### src/rtl/tt_lut_pkg.sv
// tt_lut_pkg: shared types and sizing helpers for the truth-table evaluator
package tt_lut_pkg;
  localparam int TT_W_MAX = 256;
  typedef enum logic [1:0] {IDLE, LOAD, SWEEP} state_t;
  function automatic int nwords(input int tt_w, input int cfg_w);
    return (tt_w + cfg_w - 1) / cfg_w;
  endfunction
endpackage

### src/rtl/tt_out_reg.sv
// tt_out_reg: one-entry valid/ready output register for result bit and vector
module tt_out_reg #(
  parameter int N_IN = 3
) (
  input  logic            clk,
  input  logic            rst,
  input  logic            push,
  input  logic            d_bit,
  input  logic [N_IN-1:0] d_vec,
  input  logic            out_ready,
  output logic            out_valid,
  output logic            out_bit,
  output logic [N_IN-1:0] out_vec
);
  always_ff @(posedge clk) begin
    if (rst) begin
      out_valid <= 1'b0;
      out_bit <= 1'b0;
      out_vec <= '0;
    end else if (push) begin
      out_valid <= 1'b1;
      out_bit <= d_bit;
      out_vec <= d_vec;
    end else if (out_ready) begin
      out_valid <= 1'b0;
    end
  end
endmodule

### src/rtl/tt_lut_evaluator.sv
// tt_lut_evaluator: programmable N-input truth table with streaming eval and self-check sweep
module tt_lut_evaluator
  import tt_lut_pkg::*;
#(
  parameter int N_IN = 3,
  parameter int CFG_W = 8,
  localparam int TT_W = 2 ** N_IN,
  parameter logic [TT_W-1:0] RESET_TT = 'h76
) (
  input  logic            clk,
  input  logic            rst,
  input  logic            cfg_valid,
  output logic            cfg_ready,
  input  logic [CFG_W-1:0] cfg_word,
  input  logic            in_valid,
  output logic            in_ready,
  input  logic [N_IN-1:0] in_vec,
  output logic            out_valid,
  input  logic            out_ready,
  output logic            out_bit,
  output logic [N_IN-1:0] out_vec,
  input  logic [TT_W-1:0] golden_tt,
  input  logic            sweep_start,
  output logic            sweep_busy,
  output logic            sweep_done,
  output logic [N_IN:0]   sweep_mismatch
);
  localparam int NWORDS = nwords(TT_W, CFG_W);
  localparam int WC_W = NWORDS > 1 ? $clog2(NWORDS) : 1;
  localparam int IW = N_IN + 1;
  state_t state, state_nx;
  logic [TT_W-1:0] tt;
  logic [NWORDS*CFG_W-1:0] shadow, shadow_nx;
  logic [WC_W-1:0] wcnt;
  logic [IW-1:0] idx, acc;
  logic cfg_acc, last_word, sweep_go, sweep_last, push, miss;
  always_comb begin
    shadow_nx = shadow;
    shadow_nx[int'(wcnt)*CFG_W +: CFG_W] = cfg_word;
    cfg_ready = state != SWEEP;
    in_ready = state == IDLE && (!out_valid || out_ready);
    sweep_busy = state == SWEEP;
    cfg_acc = cfg_valid && cfg_ready;
    last_word = cfg_acc && wcnt == WC_W'(NWORDS - 1);
    sweep_go = state == IDLE && !cfg_valid && sweep_start && !out_valid;
    sweep_last = state == SWEEP && idx == IW'(TT_W - 1);
    push = in_valid && in_ready;
    miss = tt[idx[N_IN-1:0]] ^ golden_tt[idx[N_IN-1:0]];
    state_nx = last_word ? IDLE : cfg_acc ? LOAD : sweep_go ? SWEEP : sweep_last ? IDLE : state;
  end
  // the shadow absorbs partial loads so the live table only changes on the final word
  always_ff @(posedge clk) begin
    if (rst) begin
      state <= IDLE;
      tt <= RESET_TT;
      shadow <= '0;
      wcnt <= '0;
      idx <= '0;
      acc <= '0;
      sweep_done <= 1'b0;
      sweep_mismatch <= '0;
    end else begin
      state <= state_nx;
      sweep_done <= sweep_last;
      if (cfg_acc) begin
        shadow <= shadow_nx;
        wcnt <= last_word ? '0 : wcnt + 1'b1;
      end
      if (last_word) tt <= shadow_nx[TT_W-1:0];
      if (sweep_go) begin
        idx <= '0;
        acc <= '0;
        sweep_mismatch <= '0;
      end else if (sweep_busy) begin
        idx <= idx + 1'b1;
        acc <= acc + IW'(miss);
      end
      if (sweep_last) sweep_mismatch <= acc + IW'(miss);
    end
  end
  tt_out_reg #(.N_IN(N_IN)) u_out (
    .clk(clk), .rst(rst), .push(push), .d_bit(tt[in_vec]), .d_vec(in_vec),
    .out_ready(out_ready), .out_valid(out_valid), .out_bit(out_bit), .out_vec(out_vec)
  );
endmodule

### config.mk
export PLATFORM = sky130hd
export DESIGN_NAME = tt_lut_evaluator
export DESIGN_NICKNAME = d
export VERILOG_FILES = /design/src/rtl/tt_lut_pkg.sv /design/src/rtl/tt_out_reg.sv /design/src/rtl/tt_lut_evaluator.sv
export SDC_FILE = /design/constraint.sdc
export NUM_CORES = 1
export LEC_CHECK = 0
export CAP_MARGIN = 0
export CORE_UTILIZATION = 50
export CTS_CLUSTER_SIZE = 16
export DETAILED_ROUTE_END_ITERATION = 8
export PLACE_DENSITY_LB_ADDON = 0.05
export SLEW_MARGIN = 15
export SYNTH_ARGS = -nofsm -noshare
export SYNTH_HDL_FRONTEND = slang
export SYNTH_SLANG_ARGS = --single-unit
### constraint.sdc
create_clock -name clk -period 6.4 [get_ports clk]
set_clock_uncertainty 0.2 [all_clocks]
set_input_delay 1.6 -clock clk [delete_from_list [all_inputs] [get_ports clk]]
set_output_delay 1.6 -clock clk [all_outputs]
set_load 0.01 [all_outputs]
# Word level (Yosys, flattened, before mapping)
# Cells that the tools add are included.
word_totals:
  ff_bits: 37
  input_bits: 25
  output_inout_bits: 13
  word_cells: 58
op_classes:
  n_addsub: 4
  n_lt_le_gt_ge: 2
  eq_ne: 3
  shift: 2
  n_mux: 15
  bitwise_logic: 2
  reduce_logical: 18
op_table:
  columns: ["operator", "count"]
  rows:
  - ["4-bit negation with 33-bit output", 1]
  - ["8-bit by 33-bit variable shift with 8-bit output, first input constant", 1]
  - ["8-bit by 33-bit indexed part select with 8-bit output", 1]
  - ["1-bit binary-select mux with 3-bit select", 3]
  - ["8-bit bitwise mux", 1]
  - ["1-bit logical AND", 8]
  - ["3-bit by 4-bit less-than comparator with 1-bit output, second input constant", 2]
  - ["4-bit 2-to-1 mux", 2]
  - ["1-bit 2-to-1 mux", 7]
  - ["4-bit by 1-bit adder with 4-bit output", 1]
  - ["4-bit by 1-bit adder with 4-bit output, second input constant", 1]
  - ["4-bit by 3-bit equality test with 1-bit output, second input constant", 1]
  - ["2-bit 2-to-1 mux", 2]
  - ["2-bit nonzero test", 2]
  - ["2-bit OR reduction", 2]
  - ["3-bit nonzero test", 1]
  - ["3-bit OR reduction", 1]
  - ["2-bit equality test, second input constant", 1]
  - ["1-bit zero test", 2]
  - ["2-bit zero test", 1]
  - ["2-bit inequality test, second input constant", 1]
  - ["1-bit adder, second input constant", 1]
  - ["1-bit logical OR", 1]
  - ["1-bit NOT", 1]
  - ["1-bit bitwise XOR", 1]

# Logic depth before layout (Yosys ltp)
# Gate-level depths: netlist of run 1.
logic_depth:
  ltp_word: 6
  ltp_mapped: 8
  ltp_nobuf: 8

# By module
# From an unflattened synthesis of run 1, not the netlist that was laid out.
unflattened:
  hier_cells: 143
  hier_area_um2: 1400.1
by_module_without_submodules:
  columns: ["module", "n_inst", "cells_per_inst", "area_each_um2"]
  rows:
  - ["tt_lut_evaluator", 1, 126, 1218.7]
  - ["tt_out_reg", 1, 17, 181.4]

# Least setup slack after synthesis of run 1
# Ideal clock, no wire load.
synth_timing:
  path_kind: "input port to output port"
  start: "input port out_ready"
  end: "output port in_ready"
  t_arrival_ns: 1.983
  required_time_ns: 4.600
  path_slack_ns: 2.617
  cell_stages: 2
  n_path_buf: 0
  path_cell_list: "nor2b_1 nor2_1"
synth_via:
  elab_chain_cells: 2
synth_rtl:
  columns: ["item", "line_no", "source"]
  rows:
  - ["start: declaration", "tt_lut_evaluator.sv:19", "input logic out_ready,"]
  - ["1-bit logical OR", "tt_lut_evaluator.sv:41", "in_ready = state == IDLE && (!out_valid || out_ready);"]
  - ["1-bit logical AND", "tt_lut_evaluator.sv:41", null]
  - ["end: declaration", "tt_lut_evaluator.sv:16", "output logic in_ready,"]
# Every way passes these cells.

# Final worst setup path of run 1
# Ends and elaborated chain as after synthesis.

==> results of run 1 <==
==> layout make-up <==
| class | count | area share (%) |
|---|---|---|
| tap | 30 | 2.07 |
| clock buffer | 7 | 3.03 |
| timing repair buffer | 37 | 20.4 |
| sequential | 29 | 32.0 |
| multi-input combinational | 108 | 41.3 |
| inverter | 6 | 1.24 |
==> routing by layer <==
| metal | wire length (µm) | vias up | global-route usage (%) |
|---|---|---|---|
| met2 | 1510 | 53 | 38.8 |
| met3 | 212 | 8 | 5.83 |
| met5 | 0 | - | 0 |
| met1 | 1380 | 594 | 31.2 |
| met4 | 68 | 0 | 15.0 |
| li1 | - | 621 | - |
==> logic make-up (layout without fill, tap and decap cells) <==
family,count (synthesis),after routing,share of synthesized area (%)
adder cells (fa/ha/maj),3,3,2.70
buffers and inverters,14,50,4.32
AND/OR/NAND/NOR,49,49,18.7
XOR/XNOR,13,13,8.18
AO/OA/AOI/OAI,37,37,16.5
multiplexers,6,6,7.91
flip-flops,29,29,41.7
==> per-stage QoR <==
step                      setup WS (ns)  power (mW)
final                              1.68       0.380
after CTS                          1.69       0.384
after floorplan                    2.62       0.239
after global placement             1.73       0.270
after detailed placement           1.69       0.272
after global routing               1.61       0.401
==> final timing paths <==
check	start	to	slack (ns)
max	out_ready	in_ready	1.68
min	u_out.out_vec[1]	u_out.out_vec[1]	0.27
max reg2reg	idx[2]	acc[3]	4.16
min reg2reg	u_out.out_vec[1]	u_out.out_vec[1]	0.27
==> sequential cells by signal, summed over array words and instances (netlist names) <==
name / count
acc: 4
tt: 8
wcnt: 1
u_out.out_bit: 1
sweep_mismatch: 4
sweep_done: 1
u_out.out_vec: 3
u_out.out_valid: 1
state: 2
idx: 4
==> power breakdown <==
part | total (mW) | internal (mW) | switching, mW
clock | 0.112 | 0.0517 | 0.0598
sequential | 0.197 | 0.189 | 0.00831
combinational | 0.0715 | 0.0398 | 0.0317
total | 0.380 | 0.280 | 0.0998
==> cells in the mapped netlist (all sizes together), types with 2 or more instances <==
master and instances:
nand4 3, xnor2 10, a31oi 2, mux2i 2
dfxtp 29, or3 2, a21oi 13, inv 6
mux4 4, nand2b 3, nand3 16, xor2 3
nand3b 2, a32o 3, nand2 8, nor2 6
clkbuf 3, o31ai 3, nor3 3, nor2b 2
ha 3, or2 2, o21ai 10, buf 5
==> worst min-delay path, stage by stage (launching register included) <==
cell	delay [ns]
dfxtp_1	0.32
o31ai_1	0.06
a21oi_1	0.06
==> results.toml, run 1 <==
[final_layout]
final_common_cell = "clkdlybuf4s50_1"
final_util_pct = 71.4
multi_input_area_um2 = 751
area_delta_synth_final_pct = 30.6
register_area_um2 = 581
drive_gt1_share_pct = 6.42
fin_area_um2 = 1820
stdcell_count = 217
final_cell_mix = "clkdlybuf4s50_1 (37), dfxtp_1 (29), nand3_1 (16), a21oi_1 (13)"
n_fill_cell = 191
finalNetCount = 215
diodes = 0

[worst_setup_path]
r2r_cells = 6
worst-path-buf-inv = 2
cp.required_ns = 4.60
criticalPathCategory = "in2out"
path_cells = "clkdlybuf4s50_1, nor2b_1, nor2_1, clkdlybuf4s50_1"
critPathSlowestCell = "clkdlybuf4s50_1"
cp.depth = 4
slowest_delay_ns = 0.48
critical-path-top-delay-family = "buffers and inverters"
setup.worst_path.end_class = "output port"
start_kind = "input pin"
crit_arrival_ns = 2.92
worst-path-max-fanout = 6
crit_top_cell = "clkdlybuf4s50_1"

[cts]
ctsResizeCount = 0
clock_latency_ns = 0.33
cts_setup_buffers = 0
cts_buffers = 5
hold_buffers = 0
cts-root-buf = "clkbuf_4"
cts_sinks = 29
ctsHtreeMaxLevel = 2
clkTransAtPathRegs_ns = 0.09
cts_buffer_depth = 2
cts_tree = "yes"

[detailed_routing]
dr.first_iter.drc_count = 36
ant_nets = 0
routed_wl_um = 3170
vias = 1276
drt-pass1-iter-count = 4
drc = 0
route.detailed.wl_per_inst_um = 14.6
vias_per_cell = 5.88

[timing]
finalSetupTns_ns = 0
holdWs_ns = 0.275
fmaxAchievable_ghz = 0.212
maxSlewViolCount = 0
period_share_pct = 73.7
max_slew_margin_pct = 56.4
min_period_ns = 4.72
hold_viol_final = 0
rsz0062_at_grt = "false"
setup_viol = 0
tightestPinTransition_ns = 0.654

[grt]
grt.overflow.total = 0
antenna_found_initial = 0
grt_max_degree = 19
track_usage_pct = 25.0
grt_pass1_vias = 1122
grt_pass1_wl_um = 5010

[worst_hold_path]
holdPathStages = 2
hp-class = "reg2reg"

[place]
placed_cells = 210
gp_congestion = 0.785
port_buffers = 37
dp_hpwl_um = 2340
placed_area_um2 = 1760

[floorplan]
die_area_um2 = 3000
num_io_pins = 38
die_height_um = 54.8
start_util_pct = 54.7
core_um2 = 2540
dieWidth_um = 54.8
placement_rows = 18

[synth]
yosysSeqAreaShare_pct = 41.7
synth_cells = 151
synth_seq_cells = 29
ys_types = 36
avgSynthCellArea_um2 = 9.21
netlist_top_cells_area = "dfxtp_1 (42%), mux4_2 (6.5%), xnor2_1 (6.3%)"
synth_edf_count = 0
ys.flop_type = "dfxtp_1"
synth_largest_area_cell = "dfxtp_1"
syn_area_um2 = 1390
async_reset_ff_share_pct = 0
synth.net_count = 179
synth_top_area_share_pct = 41.7
yosys_warnings = 0

[power_and_ir_drop]
p_per_area_nw_per_um2 = 209
p_leak_nw = 0.654
vdd_drop_max_mv = 0.183

[status]
status = "finished, final reports clean"

[run]
cap_violations = 0
Power figures use the tool's default switching activity.
==> inputs of run 2 (changes only) <==
--- a/config.mk
+++ b/config.mk
@@ -6,7 +6,7 @@
 export NUM_CORES = 1
 export LEC_CHECK = 0
 export CAP_MARGIN = 0
-export CORE_UTILIZATION = 50
+export CORE_UTILIZATION = 42
 export CTS_CLUSTER_SIZE = 16
 export DETAILED_ROUTE_END_ITERATION = 8
 export PLACE_DENSITY_LB_ADDON = 0.05
==> constraint.sdc (replaced) <==
create_clock -name clk -period 4.3 [get_ports clk]
set_clock_uncertainty 0.2 [all_clocks]
set_input_delay 1.075 -clock clk [delete_from_list [all_inputs] [get_ports clk]]
set_output_delay 1.075 -clock clk [all_outputs]
set_load 0.01 [all_outputs]
==> run 2 against run 1 <==
Sequential power increased by 48%. Wire length increased by 3.3%. Register-to-register slack got worse by 2.1 ns. Worst hold slack improved by 0.0044 ns. Final cell count increased by 6.9%. Count of clock-buffer cells in the layout unchanged. Utilization decreased by 12 points. Critical path depth unchanged.
==> results.toml, run 2 (synthesis results as in run 1) <==
[worst_setup_path]
worst-path-max-fanout = 6
cp.required_ns = 3.02
setup.worst_path.end_class = "output port"
r2r_setup_slack_ns = 2.06
reg2reg_from = "idx[2]"
crit_arrival_ns = 2.39
start_kind = "input pin"
criticalPathCategory = "in2out"
r2r_cells = 6
r2r-end = "acc[3]"

[detailed_routing]
route.detailed.wl_per_inst_um = 14.1
routed_wl_um = 3280
drt-pass1-iter-count = 4
dr.first_iter.drc_count = 50
drc = 0
ant_nets = 0
vias_per_cell = 5.42
vias = 1257

[grt]
grt_pass1_vias = 1134
track_usage_pct = 19.7
antenna_found_initial = 0
use_met1_pct = 24.2
grt_pass1_wl_um = 5020
grt_max_degree = 18
grtUsageMet3_pct = 6.33
grt_util_met2_pct = 31.6
top_usage_layer = "met2"
grt.overflow.total = 0

[power_and_ir_drop]
p_per_area_nw_per_um2 = 309
p_leak_nw = 0.659
vdd_drop_max_mv = 0.177

[floorplan]
core_um2 = 3100
dieWidth_um = 59.6
start_util_pct = 44.8
die_area_um2 = 3550
placement_rows = 20
num_io_pins = 38
die_height_um = 59.6

[worst_hold_path]
holdPathStages = 2
hp-class = "reg2reg"
hold_end = "acc[0]"
min_from = "acc[0]"

[cts]
cts_tree = "yes"
cts-root-buf = "clkbuf_4"
cts_buffers = 5
cts_sinks = 29
hold_buffers = 0
clock_latency_ns = 0.33
clkTransAtPathRegs_ns = 0.08
cts_setup_buffers = 0
ctsHtreeMaxLevel = 2
ctsResizeCount = 0
cts_buffer_depth = 2

[timing]
max_slew_margin_pct = 53.0
maxSlewViolCount = 0
setup_viol = 0
tightestPinTransition_ns = 0.704
finalSetupTns_ns = 0
rsz0062_at_grt = "false"
min_period_ns = 3.66
hold_viol_final = 0
period_share_pct = 85.2
fmaxAchievable_ghz = 0.273

[final_layout]
area_delta_synth_final_pct = 32.4
top_register = "tt"
diodes = 0
final_common_cell = "clkdlybuf4s50_1"
final_util_pct = 59.4
final_cell_mix = "clkdlybuf4s50_1 (37), dfxtp_1 (29), nand3_1 (16), a21oi_1 (13)"
fin_area_um2 = 1840
n_fill_cell = 312
largest_reg_flops = 8
finalNetCount = 216
drive_gt1_share_pct = 6.91

[place]
dp_hpwl_um = 2390
port_buffers = 37
placed_area_um2 = 1790
gp_congestion = 0.841

[status]
status = "finished, final reports clean"

[run]
cap_violations = 0
-- run 2: cell types whose count changed in the layout (fill, tap and decap cells not counted), sizes merged --
cell  change
buf       +1
-- run 2: layout make-up --
cell class	instances	area [µm²]	share of cell area, %
Clock buffer	7	55.1	2.99
Inverter	6	22.5	1.22
Multi-Input combinational cell	108	751	40.8
Sequential cell	29	581	31.5
Tap cell	44	55.1	2.99
Timing Repair Buffer	38	378	20.5
-- run 2: metrics by stage --
stage	worst slack, ns	hold WS, ns	power [mW]	instances
after floorplan	1.56	0.241	0.355	151
after global placement	0.684	0.250	0.404	225
after detailed placement	0.639	0.268	0.406	225
after CTS	0.625	0.281	0.575	232
after global routing	0.545	0.318	0.595	232
final	0.637	0.279	0.569	232
-- run 2: worst max-delay path by stage --
stage | from | end | slack, ns | depth (start not counted)
2_1_floorplan | golden_tt[7] | acc[3] | 1.56 | 7
3_3_place_gp | out_ready | in_ready | 0.68 | 4
3_5_place_dp | out_ready | in_ready | 0.64 | 4
4_1_cts | out_ready | in_ready | 0.62 | 4
5_1_grt | out_ready | in_ready | 0.54 | 4
6_report | out_ready | in_ready | 0.64 | 4
-- run 2: where the power goes --
group / leakage (nW) / internal (mW) / switching [mW]
Combinational: 0.391 / 0.0600 / 0.0477
Sequential: 0.237 / 0.281 / 0.0117
Clock: 0.0314 / 0.0771 / 0.0923
Total: 0.659 / 0.418 / 0.152
-- run 2: layer usage --
layer  wire length, µm  vias to the layer above
li1                  -                      617
met1              1400                      590
met2              1530                       44
met3               290                        6
met4                55                        0
met5                 0                        -
-- run 2: critical path, cell delays in order --
cell             delay [ns]
clkdlybuf4s50_1        0.42
nor2b_1                0.32
nor2_1                 0.09
clkdlybuf4s50_1        0.48
